<file path="config.mk">
export PLATFORM = sky130hd
export DESIGN_NAME = ald_multi_precursor_sequencer
export DESIGN_NICKNAME = d
export VERILOG_FILES = /design/src/rtl/ald_multi_precursor_sequencer.sv
export SDC_FILE = /design/constraint.sdc
export NUM_CORES = 1
export LEC_CHECK = 0
export ABC_AREA = 1
export BUFFER_PORTS_ARGS = -buffer_cell sky130_fd_sc_hd__buf_4
export CAP_MARGIN = 10
export CORE_MARGIN = 4
export CORE_UTILIZATION = 40
export DETAILED_ROUTE_END_ITERATION = 16
export GPL_TIMING_DRIVEN = 0
export PLACE_DENSITY = 0.66
export SLEW_MARGIN = 10
export SYNTH_ARGS = -nofsm -noshare
export SYNTH_HDL_FRONTEND = slang
export SYNTH_SLANG_ARGS = --single-unit
</file>
<file path="constraint.sdc">
create_clock -name clk -period 4.1 [get_ports clk]
set_input_delay 0.205 -clock clk [delete_from_list [all_inputs] [get_ports clk]]
set_output_delay 0.205 -clock clk [all_outputs]
set_load 0.02 [all_outputs]
</file>
<file path="src/rtl/ald_multi_precursor_sequencer.sv">
// ALD cycle sequencer: steps each precursor channel through pulse/wait/vacuum
// phases for a programmed number of cycles, with interlock fault and abort.
module ald_multi_precursor_sequencer #(
   parameter int NUM_PREC = 2,
   parameter int TIME_W   = 32,
   parameter int CYC_W    = 16
) (
   input  logic                       clk,
   input  logic                       rst,
   input  logic                       tick,
   input  logic                       start,
   input  logic                       stop,
   input  logic                       ilk_ok,
   input  logic [NUM_PREC*TIME_W-1:0] cfg_pulse,
   input  logic [NUM_PREC*TIME_W-1:0] cfg_wait,
   input  logic [NUM_PREC*TIME_W-1:0] cfg_vac,
   input  logic [CYC_W-1:0]           cfg_cycles,
   output logic [NUM_PREC-1:0]        prec_valve,
   output logic                       vac_valve,
   output logic                       busy,
   output logic                       done,
   output logic                       fault,
   output logic [CYC_W-1:0]           cycle_cnt,
   output logic [2:0]                 chan_idx,
   output logic [2:0]                 phase
);

   typedef enum logic [2:0] {
      S_IDLE  = 3'd0,
      S_PULSE = 3'd1,
      S_WAIT  = 3'd2,
      S_VAC   = 3'd3,
      S_NEXT  = 3'd4,
      S_DONE  = 3'd5,
      S_FAULT = 3'd6
   } state_t;

   state_t                     state, nxt_state;
   logic                       start_q;
   logic [TIME_W-1:0]          timer, nxt_timer, timer_inc, cur_dur;
   logic [NUM_PREC*TIME_W-1:0] snap_pulse, snap_wait, snap_vac;
   logic [CYC_W-1:0]           snap_cycles, nxt_cyc, cyc_inc;
   logic [2:0]                 nxt_chan;
   logic [NUM_PREC-1:0]        nxt_onehot;
   logic                       start_rise, run_state, timed_state, expired, load;

   assign phase       = state;
   assign start_rise  = start & ~start_q;
   assign run_state   = (state == S_PULSE) || (state == S_WAIT) ||
                        (state == S_VAC)   || (state == S_NEXT);
   assign timed_state = (state == S_PULSE) || (state == S_WAIT) || (state == S_VAC);
   assign timer_inc   = timer + 1'b1;
   assign cyc_inc     = cycle_cnt + 1'b1;

   // Duration of the current phase for the active channel, from the snapshot.
   always_comb begin
      cur_dur = '0;
      for (int c = 0; c < NUM_PREC; c++) begin
         if (chan_idx == 3'(c)) begin
            case (state)
               S_PULSE: cur_dur = snap_pulse[c*TIME_W +: TIME_W];
               S_WAIT:  cur_dur = snap_wait[c*TIME_W +: TIME_W];
               S_VAC:   cur_dur = snap_vac[c*TIME_W +: TIME_W];
               default: cur_dur = '0;
            endcase
         end
      end
   end

   // Zero duration leaves after one clk; otherwise leave on the D-th tick.
   assign expired = (cur_dur == '0) || (tick && (timer_inc == cur_dur));

   always_comb begin
      nxt_state = state;
      nxt_cyc   = cycle_cnt;
      nxt_chan  = chan_idx;
      load      = 1'b0;
      if (run_state && !ilk_ok) begin
         nxt_state = S_FAULT;
      end else if (run_state && stop) begin
         nxt_state = S_IDLE;
      end else begin
         case (state)
            S_IDLE, S_DONE: begin
               if (stop && state == S_DONE) begin
                  nxt_state = S_IDLE;
               end else if (start_rise && ilk_ok && !stop) begin
                  load      = 1'b1;
                  nxt_cyc   = '0;
                  nxt_chan  = 3'd0;
                  nxt_state = (cfg_cycles == '0) ? S_DONE : S_PULSE;
               end
            end
            S_PULSE: if (expired) nxt_state = S_WAIT;
            S_WAIT:  if (expired) nxt_state = S_VAC;
            S_VAC:   if (expired) nxt_state = S_NEXT;
            S_NEXT: begin
               if (chan_idx < 3'(NUM_PREC - 1)) begin
                  nxt_chan  = chan_idx + 3'd1;
                  nxt_state = S_PULSE;
               end else begin
                  nxt_chan  = 3'd0;
                  nxt_cyc   = cyc_inc;
                  nxt_state = (cyc_inc == snap_cycles) ? S_DONE : S_PULSE;
               end
            end
            S_FAULT: if (stop && ilk_ok) nxt_state = S_IDLE;
            default: nxt_state = S_IDLE;
         endcase
      end
   end

   always_comb begin
      if (nxt_state != state)      nxt_timer = '0;
      else if (tick && timed_state) nxt_timer = timer_inc;
      else                          nxt_timer = timer;
   end

   always_comb begin
      nxt_onehot = '0;
      for (int c = 0; c < NUM_PREC; c++) nxt_onehot[c] = (nxt_chan == 3'(c));
   end

   always_ff @(posedge clk or negedge rst) begin
      if (!rst) begin
         state <= S_IDLE;
         start_q <= 1'b0;
         timer <= '0;
         snap_pulse <= '0;
         snap_wait <= '0;
         snap_vac <= '0;
         snap_cycles <= '0;
         cycle_cnt <= '0;
         chan_idx <= 3'd0;
         prec_valve <= '0;
         vac_valve <= 1'b0;
         busy <= 1'b0;
         done <= 1'b0;
         fault <= 1'b0;
      end else begin
         state <= nxt_state;
         start_q <= start;
         timer <= nxt_timer;
         if (load) begin
            snap_pulse <= cfg_pulse;
            snap_wait <= cfg_wait;
            snap_vac <= cfg_vac;
            snap_cycles <= cfg_cycles;
         end
         cycle_cnt <= nxt_cyc;
         chan_idx <= nxt_chan;
         // Outputs follow the state being entered so they line up with phase.
         prec_valve <= (nxt_state == S_PULSE) ? nxt_onehot : '0;
         vac_valve <= (nxt_state == S_VAC);
         busy <= (nxt_state == S_PULSE) || (nxt_state == S_WAIT) ||
                 (nxt_state == S_VAC) || (nxt_state == S_NEXT);
         done <= (nxt_state == S_DONE);
         fault <= (nxt_state == S_FAULT);
      end
   end

endmodule

</file>
==> reports/metrics.cfg, run 1 <==
[status]
status = complete, no violations

[sta]
min_period_ps = 3720
finalHoldViolCount = 0
fin_skew_ps = 36.6
fmax_mhz = 269
drv_slew = 0
worst_slew_pin_slew_ps = 793
finalSetupTns_ps = 0
relSlewSlack = 0.472
setup_violations = 0
post-route-period-util = 0.908
rsz0062_at_grt = false

[placement]
port_buffers = 241
gp_congestion = 0.939
place_hpwl_um = 39700
place_inst = 2772

[route]
totalWireLength_um = 56100
routedWlPerCell_um = 18.5
drc = 0
vias_per_cell = 5.14
dr.pass1.iters = 5
drt_iter0_drc = 1324
ant_nets = 0
dr_total_vias = 15600

[floorplanning]
num_rows = 69
dieArea_um2 = 39400
io_pins = 242
coreArea_um2 = 35700
fp.dieW_um = 199
start_util = 0.407
fp.dieH_um = 199

[cells_and_area]
drive_gt1_frac = 0.151
fin_cells = 3034
fillers = 3225
area_delta_synth_final_pct = 38.0
nets = 2771

[clock_tree]
cts_made_buffers = 29
tritoncts = done
cts-htree-levels = 1
clk_latency_ps = 590
cts_buffer_depth = 3
cts-root-buf = clkbuf_16
path_clk_slew_ps = 60
numClockSinks = 269

[power]
swShare = 0.438
netSwitchingPower_w = 0.00580
vdd_drop_max_mv = 0.392
pwr-share-seq = 0.355
p_int_w = 0.00745
p_leak_nw = 10.3
power_w = 0.0133
comb_power_share = 0.441
power.clock.fraction = 0.205
powerDensity_nw_per_um2 = 661

[critical_path]
cp_slowest_cell = dfrtp_1
cp_top_family = simple AND/OR/NAND/NOR gates
critical_path.most_common_cell = nand2_1
cp-end-kind = flop
worst_path_largest_cell_delay_ps = 420
criticalPathCategory = reg -> reg
cp_num_buf_inv = 5
startpoint_type = flop
arrival_ps = 4170
path_max_fanout = 10
cp_data_required_time_ps = 4550

[yosys]
ys_ff_latch = 269
syn-instance-count = 2068
yosys.area.top_type = dfrtp_1
ys_types = 42
yosys_warnings = 0
seq_area_frac_synth = 0.464
netlist.area_leader.share = 0.464
synth_area_um2 = 14500
ys.flop_type = dfrtp_1
synth_enable_flop_cells = 0
avgSynthCellArea_um2 = 7.02
synth-async-reset-ratio = 1.00
synthTopCellsByArea = dfrtp_1, nand2_1, nand3_1
synth_nets = 2287

[hold_path]
hp-class = in -> reg

[global_route]
grt_max_degree = 110
grt_pass1_vias = 15600
antenna_found_initial = 0
overflow = 0
grt_pass1_wl_um = 87400
grt_util_all_layers = 0.282

[job]
cap_violations = 0

## cells by family (layout without fill, tap and decap cells)
logic type | Yosys count | after routing | synth area share
simple gates | 1436 | 1436 | 0.406
flops | 269 | 269 | 0.464
buf+inv | 220 | 724 | 0.0665
compound gates | 108 | 108 | 0.0403
xor+xnor | 30 | 30 | 0.0190
fa+ha+maj | 5 | 5 | 0.00431
other cells | 0 | 1 | 0
## power groups by stage
stage	clock, W	combinational, W	sequential [W]
2_1_floorplan	0	0.00371	0.00453
4_1_cts	0.00273	0.00578	0.00467
3_3_place_gp	0	0.00549	0.00468
3_5_place_dp	0	0.00559	0.00470
6_report	0.00271	0.00584	0.00470
5_1_grt	0.00284	0.00650	0.00482
## sequential cells by signal, indices dropped and copies added, names as in the netlist, 2 cells and up
name         cells
prec_valve       2
snap_wait       64
phase            3
chan_idx         3
timer           32
snap_cycles     16
snap_vac        64
cycle_cnt       16
snap_pulse      64
## repair_timing
action | 4_1_cts | 5_1_grt
resized for setup | 0 | 4
endpoints found under the hold margin | 270 | 0
hold buffers | 210 | 0
buffers inserted | 0 | 0
setup endpoints to repair | 0 | 34
## Yosys cell counts, types with 2 or more instances
master       n
nand4_1     46
nand3_1    121
o21ai_0     73
nor2_4       3
ha_1         5
o21ai_1      5
o21a_1       2
inv_4        3
a22oi_1      3
nor2_2      39
nand2_2      8
nand3b_1     2
dfrtp_1    269
a21oi_1      7
buf_6        7
buf_4       10
nor3_1      16
xnor2_1      9
o21ai_2      2
nor4_1       5
buf_1        4
inv_2        5
nand3_2      3
nor2_1     104
clkbuf_1    52
a31oi_1      2
nand2_4      2
buf_2       15
nand2_1   1082
o21bai_1     2
buf_8        2
xor2_1      20
o22ai_1     11
inv_1      121
## per-layer routing
layer  global-route usage  vias to the layer above  part of all wire
li1                     -                     7412                 -
met1                0.375                     7353              0.41
met2                0.478                      699              0.48
met3               0.0476                      140             0.078
met4               0.0826                        0             0.033
met5                    0                        -                 0
## path summary, 6_finish.rpt
check	start	endpoint	slack, ps	cells after the start
max	chan_idx[1]$_DFF_PN0_	timer[27]$_DFFE_PN0P_	380	25
min	stop	vac_valve$_DFF_PN0_	30	4
max reg2reg	chan_idx[1]$_DFF_PN0_	timer[27]$_DFFE_PN0P_	380	25
min reg2reg	snap_vac[35]$_DFFE_PN0P_	snap_vac[35]$_DFFE_PN0P_	470	2
max in group asynchronous	rst	timer[19]$_DFFE_PN0P_	3010	3
min in group asynchronous	rst	snap_pulse[62]$_DFFE_PN0P_	130	2
## cell type report
type                       count  area, um2  share of cell area
buffer                        90        470              0.0235
clock inverter                 8        130             0.00649
tap                          461        577              0.0288
inverter                     130        495              0.0247
multi-input combinational   1579       6830               0.341
sequential                   269       6730               0.336
antenna                        1       2.50            0.000125
timing repair buffer         453       3970               0.198
clock buffer                  43        828              0.0413
## worst register-to-register path, stage by stage (launching register included)
cell and delay (ps):
dfrtp_1 420, inv_1 120, ha_1 150, inv_1 60, nor2_2 330, clkbuf_2 350, nand2_1 90, nand2_1 210
inv_1 70, nand2_1 60, nand2_1 60, nor2_1 130, nand2_1 60, nor2_1 150, nand2_1 80, nor2_1 110
nand2_2 100, nand3_1 120, nand2_2 70, o21ai_2 260, nand2_1 80, nand2_1 90, nor2_2 50, nand2_4 110
buf_6 190, nor2_2 50
## cells in the final DEF, fill, tap and decap left out, types with 3 or more instances in the layout
master	instances
o22ai_1	11
inv_1	121
a22oi_1	3
nor2_1	103
o21ai_0	73
clkinv_2	4
nor2_2	39
clkbuf_16	29
dlygate4sd3_1	210
dfrtp_1	269
clkbuf_1	60
buf_8	3
inv_4	3
buf_1	4
inv_2	5
nor2_4	4
nand2_1	1082
nand3_1	121
nand2_2	8
buf_4	250
o21ai_1	5
buf_2	15
nor3_1	16
ha_1	5
nand3_2	3
nor4_1	5
nand4_1	46
xor2_1	20
bufinv_16	3
xnor2_1	9
buf_6	7
a21oi_1	7
clkbuf_8	5
## through the flow
stage,util,setup WS (ps),hold slack (ps),cell area (um2)
floorplan,-,1220,-90.6,14500
global route,0.562,7.34,67.5,20000
finish,0.562,379,30.2,20000
detailed placement,0.476,84.6,175,17000
CTS,0.562,51.7,21.2,20000
global placement,0.474,107,325,16900
No activity file was read; power rests on OpenSTA's default activity.
==> inputs of run 2 (changes only) <==
MAX_ROUTING_LAYER = met4   (was default)
==> reports/metrics.cfg, run 2 (synthesis results as in run 1) <==
[cells_and_area]
most-common-layout-cells = nand2_1, dfrtp_1, buf_4, dlygate4sd3_1  ; unchanged
nets = 2772  ; was 2,771
area_delta_synth_final_pct = 37.8  ; was 38.0%
final_common_cell = nand2_1  ; unchanged
design_area_um2 = 20000  ; about the same
drive_gt1_frac = 0.152  ; was 0.151
largestRegisters = snap_pulse: 64 flops, snap_vac: 64 flops, snap_wait: 64 flops  ; unchanged
fillers = 3271  ; was 3,225

[sta]
setup_violations = 0  ; unchanged
rsz0062_at_grt = false  ; unchanged
finalHoldViolCount = 0  ; unchanged
finalSetupTns_ps = 0  ; unchanged
fmax_mhz = 263  ; was 269 MHz
worst_slew_pin_slew_ps = 842  ; was 793 ps
post-route-period-util = 0.927  ; was 0.908
fin_skew_ps = 24.6  ; was 36.6 ps
relSlewSlack = 0.438  ; was 0.472
min_period_ps = 3800  ; was 3720 ps
drv_slew = 0  ; unchanged

[critical_path]
cp-end-kind = flop  ; unchanged
cp_slowest_cell = dfrtp_1  ; unchanged
path_max_fanout = 10  ; unchanged
worst-r2r-setup-slack_ps = 300  ; was 380 ps
cp_top_family = simple AND/OR/NAND/NOR gates  ; unchanged
r2r-start = chan_idx[1]$_DFF_PN0_  ; unchanged
r2r_cells = 25  ; unchanged
crit_start = chan_idx[1]$_DFF_PN0_  ; unchanged
criticalPathCategory = reg -> reg  ; unchanged
critical_path.most_common_cell = nand2_1  ; unchanged
r2r_end = timer[25]$_DFFE_PN0P_  ; was timer[27]$_DFFE_PN0P_
crit_path_end = timer[25]$_DFFE_PN0P_  ; was timer[27]$_DFFE_PN0P_
cp_data_required_time_ps = 4540  ; was 4550 ps
startpoint_type = flop  ; unchanged
arrival_ps = 4240  ; was 4170 ps
worst_path_largest_cell_delay_ps = 420  ; about the same
crit_cells = 25  ; unchanged
cp_num_buf_inv = 5  ; unchanged

[placement]
post_dp_cell_area_um2 = 17000  ; unchanged
port_buffers = 241  ; unchanged
gp_congestion = 0.936  ; was 0.939
place_hpwl_um = 39900  ; was 39,700 um

[clock_tree]
post-cts-setup-buffers = 0  ; unchanged
cts-root-buf = clkbuf_16  ; unchanged
tritoncts = done  ; unchanged
cts_made_buffers = 30  ; was 29
clk_latency_ps = 580  ; was 590 ps
path_clk_slew_ps = 60  ; about the same
cts-htree-levels = 1  ; unchanged
numClockSinks = 269  ; unchanged
cts_buffer_depth = 3  ; unchanged

[floorplanning]
num_rows = 69  ; unchanged
start_util = 0.407  ; unchanged
dieArea_um2 = 39400  ; unchanged
io_pins = 242  ; unchanged
fp.dieH_um = 199  ; unchanged
coreArea_um2 = 35700  ; unchanged
fp.dieW_um = 199  ; unchanged

[route]
totalWireLength_um = 56200  ; was 56,100 um
drt_iter0_drc = 1373  ; was 1,324
ant_nets = 0  ; unchanged
dr.pass1.iters = 6  ; was 5
drc = 0  ; unchanged
vias_per_cell = 5.14  ; about the same
dr_total_vias = 15600  ; about the same
routedWlPerCell_um = 18.5  ; about the same

[power]
power_w = 0.0131  ; was 0.0133 W
netSwitchingPower_w = 0.00580  ; about the same
powerDensity_nw_per_um2 = 657  ; was 661 nW/um2
p_leak_nw = 10.3  ; about the same
swShare = 0.442  ; was 0.438
p_int_w = 0.00733  ; was 0.00745 W
comb_power_share = 0.445  ; was 0.441
power.clock.fraction = 0.197  ; was 0.205
pwr-share-seq = 0.358  ; was 0.355
vdd_drop_max_mv = 0.422  ; was 0.392 mV

[job]
cap_violations = 0  ; unchanged

[status]
status = complete, no violations  ; unchanged

[global_route]
grt_pass1_vias = 15600  ; about the same
grt_util_all_layers = 0.290  ; was 0.282
antenna_found_initial = 1  ; was 0
grt_max_degree = 103  ; was 110
grt_pass1_wl_um = 86900  ; was 87,400 um
overflow = 0  ; unchanged

[hold_path]
hp-class = in -> reg  ; unchanged
min_path_cells = 4  ; unchanged

==> run 2: per-stage QoR <==
stage | hold WS (ps) | std cells | util | setup slack (ps)
2_1_floorplan | -90.6 | 2068 | - | 1220
3_3_place_gp | 326 | 2770 | 0.474 | 129
3_5_place_dp | 318 | 2772 | 0.476 | 49.4
4_1_cts | 43.8 | 3035 | 0.561 | 159
5_1_grt | 100 | 3036 | 0.561 | 51.5
6_report | 73.5 | 3037 | 0.561 | 299
==> run 2: power by group through the flow <==
stage               Sequential [W]  Combinational (W)  Clock [W]
floorplan                  0.00453            0.00371          0
global placement           0.00468            0.00549          0
detailed placement         0.00470            0.00559          0
CTS                        0.00467            0.00577    0.00261
global route               0.00482            0.00651    0.00272
finish                     0.00470            0.00585    0.00258
==> run 2: area by class of cell <==
class                           count  area [um2]  area share
Clock inverter                     11         103     0.00513
Antenna cell                        2        5.00    0.000250
Buffer                             90         470      0.0235
Inverter                          130         495      0.0248
Tap cell                          461         577      0.0288
Multi-Input combinational cell   1579        6830       0.341
Clock buffer                       42         826      0.0413
Timing Repair Buffer              453        3970       0.199
Sequential cell                   269        6730       0.336
==> run 2: what timing repair did <==
item                                   CTS  global route
endpoints found under the hold margin  309             0
hold buffers                           210             0
resized for setup                        1             2
setup endpoints to repair                2            30
==> run 2: routing by layer <==
metal	vias up	wire, um	track usage
met4	0	1940	0.0864
met5	-	0	-
met2	642	26800	0.476
met1	7416	23800	0.381
met3	130	3650	0.0344
li1	7424	-	-
==> run 2: how the worst min path moves through the flow <==
stage | start | to | slack, ps
floorplan | rst | busy$_DFF_PN0_ | -90
global placement | start | start_q$_DFF_PN0_ | 330
detailed placement | rst | snap_vac[5]$_DFFE_PN0P_ | 320
CTS | stop | vac_valve$_DFF_PN0_ | 40
finish | stop | vac_valve$_DFF_PN0_ | 70
global route | stop | vac_valve$_DFF_PN0_ | 100
==> run 2: tightest hold or removal path: stages <==
cell and delay (ps):
buf_4 100, nand2_1 100, nand2_2 130, nor2_1 70
==> inputs of run 3 (changes only) <==
BUFFER_PORTS_ARGS = -buffer_cell sky130_fd_sc_hd__buf_2   (was -buffer_cell sky130_fd_sc_hd__buf_4)
RECOVER_POWER = 100   (was default)
==> reports/metrics.cfg, run 3 (synthesis results as in run 1) <==
[status]
status = finished with violations  ; was complete, no violations
violations = capacitance limit, slew limit

[clock_tree]
cts_buffer_depth = 3  ; unchanged
path_clk_slew_ps = 60  ; about the same
tritoncts = done  ; unchanged
numClockSinks = 269  ; unchanged
cts_made_buffers = 30  ; unchanged
cts-root-buf = clkbuf_16  ; unchanged
cts-htree-levels = 1  ; unchanged
clk_latency_ps = 580  ; about the same
post-cts-setup-buffers = 0  ; unchanged

[critical_path]
arrival_ps = 4220  ; was 4240 ps
criticalPathCategory = reg -> reg  ; unchanged
path_max_fanout = 10  ; unchanged
cp-end-kind = flop  ; unchanged
startpoint_type = flop  ; unchanged
cp_data_required_time_ps = 4540  ; about the same

[floorplanning]
start_util = 0.407  ; unchanged
io_pins = 242  ; unchanged
num_rows = 69  ; unchanged
fp.dieH_um = 199  ; unchanged
coreArea_um2 = 35700  ; unchanged
dieArea_um2 = 39400  ; unchanged
fp.dieW_um = 199  ; unchanged

[global_route]
grt_pass1_wl_um = 89400  ; was 86,900 um
antenna_found_initial = 2  ; was 1
overflow = 0  ; unchanged
grt_pass1_vias = 16000  ; was 15,600
grt_max_degree = 113  ; was 103
grt_util_all_layers = 0.297  ; was 0.290

[cells_and_area]
largestRegisters = snap_pulse: 64 flops, snap_vac: 64 flops, snap_wait: 64 flops  ; unchanged
most-common-layout-cells = nand2_1, dfrtp_1, buf_2, dlygate4sd3_1, nor2_1  ; was nand2_1, dfrtp_1, buf_4, dlygate4sd3_1
area_delta_synth_final_pct = 33.9  ; was 37.8%
final_common_cell = nand2_1  ; unchanged
fin_cells = 3040  ; was 3,037
drive_gt1_frac = 0.132  ; was 0.152
nets = 2772  ; unchanged

[route]
drc = 0  ; unchanged
dr_total_vias = 15900  ; was 15,600
totalWireLength_um = 57000  ; was 56,200 um
drt_iter0_drc = 1535  ; was 1,373
routedWlPerCell_um = 18.7  ; was 18.5 um
dr.pass1.iters = 6  ; unchanged
ant_nets = 0  ; unchanged
vias_per_cell = 5.23  ; was 5.14

[sta]
fmax_mhz = 265  ; was 263 MHz
relSlewSlack = -0.964  ; was 0.438
hold-worst-slack_ps = 96.7  ; was 73.5 ps
rsz0062_at_grt = false  ; unchanged
finalHoldViolCount = 0  ; unchanged
drv_slew = 61  ; was 0
post-route-period-util = 0.921  ; was 0.927
setup_violations = 0  ; unchanged
min_period_ps = 3780  ; was 3800 ps
worst_slew_pin_slew_ps = 2950  ; was 842 ps
fin_skew_ps = 20.6  ; was 24.6 ps

[hold_path]
hp-class = in -> reg  ; unchanged

[placement]
gp_congestion = 0.949  ; was 0.936
port_buffers = 241  ; unchanged
place_hpwl_um = 39800  ; was 39,900 um
place_inst = 2772  ; unchanged

[power]
vdd_drop_max_mv = 0.376  ; was 0.422 mV
p_leak_nw = 10.0  ; was 10.3 nW
powerDensity_nw_per_um2 = 685  ; was 657 nW/um2

[job]
cap_violations = 1  ; was 0

run 3: per-stage QoR:
step	cell area, um2	utilization	setup TNS, ps	setup WS, ps	power (W)
final	19400	0.545	0	324	0.0133
after global routing	19400	0.545	0	30.8	0.0142
after CTS	19600	0.548	0	139	0.0134
after detailed placement	16400	0.459	-106	-15.0	0.0102
after global placement	16300	0.457	-585900	-2200	0.0101
after floorplan	14500	-	0	1220	0.00823
run 3: report_power, final:
| group | internal (W) | total [W] | switching, W | leakage [nW] |
|---|---|---|---|---|
| combinational | 0.00188 | 0.00563 | 0.00375 | 6.07 |
| sequential | 0.00382 | 0.00471 | 0.000896 | 3.46 |
| clock | 0.00183 | 0.00298 | 0.00115 | 0.520 |
run 3: layout make-up:
type,instances,area [um2]
clock buffer,42,857
timing repair buffer,453,3330
antenna,3,7.51
fill,3300,16200
inverter,130,495
clock inverter,13,226
multi-input combinational,1579,6760
sequential,269,6730
buffer,90,463
tap,461,577
run 3: critical path, stage by stage, from the launching register on:
cell,delay [ps]
dfrtp_1,440
inv_1,130
ha_1,150
inv_1,50
nor2_2,310
clkbuf_2,340
nand2_1,90
nand2_1,250
inv_1,80
nand2_1,60
nand2_1,90
nor2_1,150
nand2_1,60
nor2_1,150
nand2_1,80
nor2_1,110
nand2_2,110
nand3_1,130
nand2_2,70
o21ai_2,250
nand2_1,90
nand2_1,90
nor2_2,50
nand2_4,100
buf_6,180
nor2_1,50
run 3: routing by layer:
layer | vias to the layer above | share of wire | track usage | wire (um)
met5 | - | 0 | - | 0
met4 | 0 | 0.041 | 0.103 | 2350
met3 | 178 | 0.075 | 0.0369 | 4280
met2 | 824 | 0.47 | 0.477 | 26800
met1 | 7463 | 0.41 | 0.393 | 23500
li1 | 7426 | - | - | -
run 3: timing repair:
item	4_1_cts	5_1_grt
resized for setup	1	1
hold endpoints to repair	269	0
setup endpoints to repair	17	30
hold buffers	210	0
run 3: path summary, 6_finish.rpt:
| kind | depth (start not counted) | to | start | slack (ps) |
|---|---|---|---|---|
| setup / recovery | 25 | timer[12]$_DFFE_PN0P_ | chan_idx[1]$_DFF_PN0_ | 320 |
| hold / removal | 4 | phase[1]$_DFF_PN0_ | ilk_ok | 100 |
| setup reg to reg | 25 | timer[12]$_DFFE_PN0P_ | chan_idx[1]$_DFF_PN0_ | 320 |
| hold reg to reg | 2 | snap_wait[54]$_DFFE_PN0P_ | snap_wait[54]$_DFFE_PN0P_ | 470 |
| max in group asynchronous | 4 | snap_vac[29]$_DFFE_PN0P_ | rst | 700 |
| min in group asynchronous | 2 | snap_pulse[62]$_DFFE_PN0P_ | rst | 1330 |
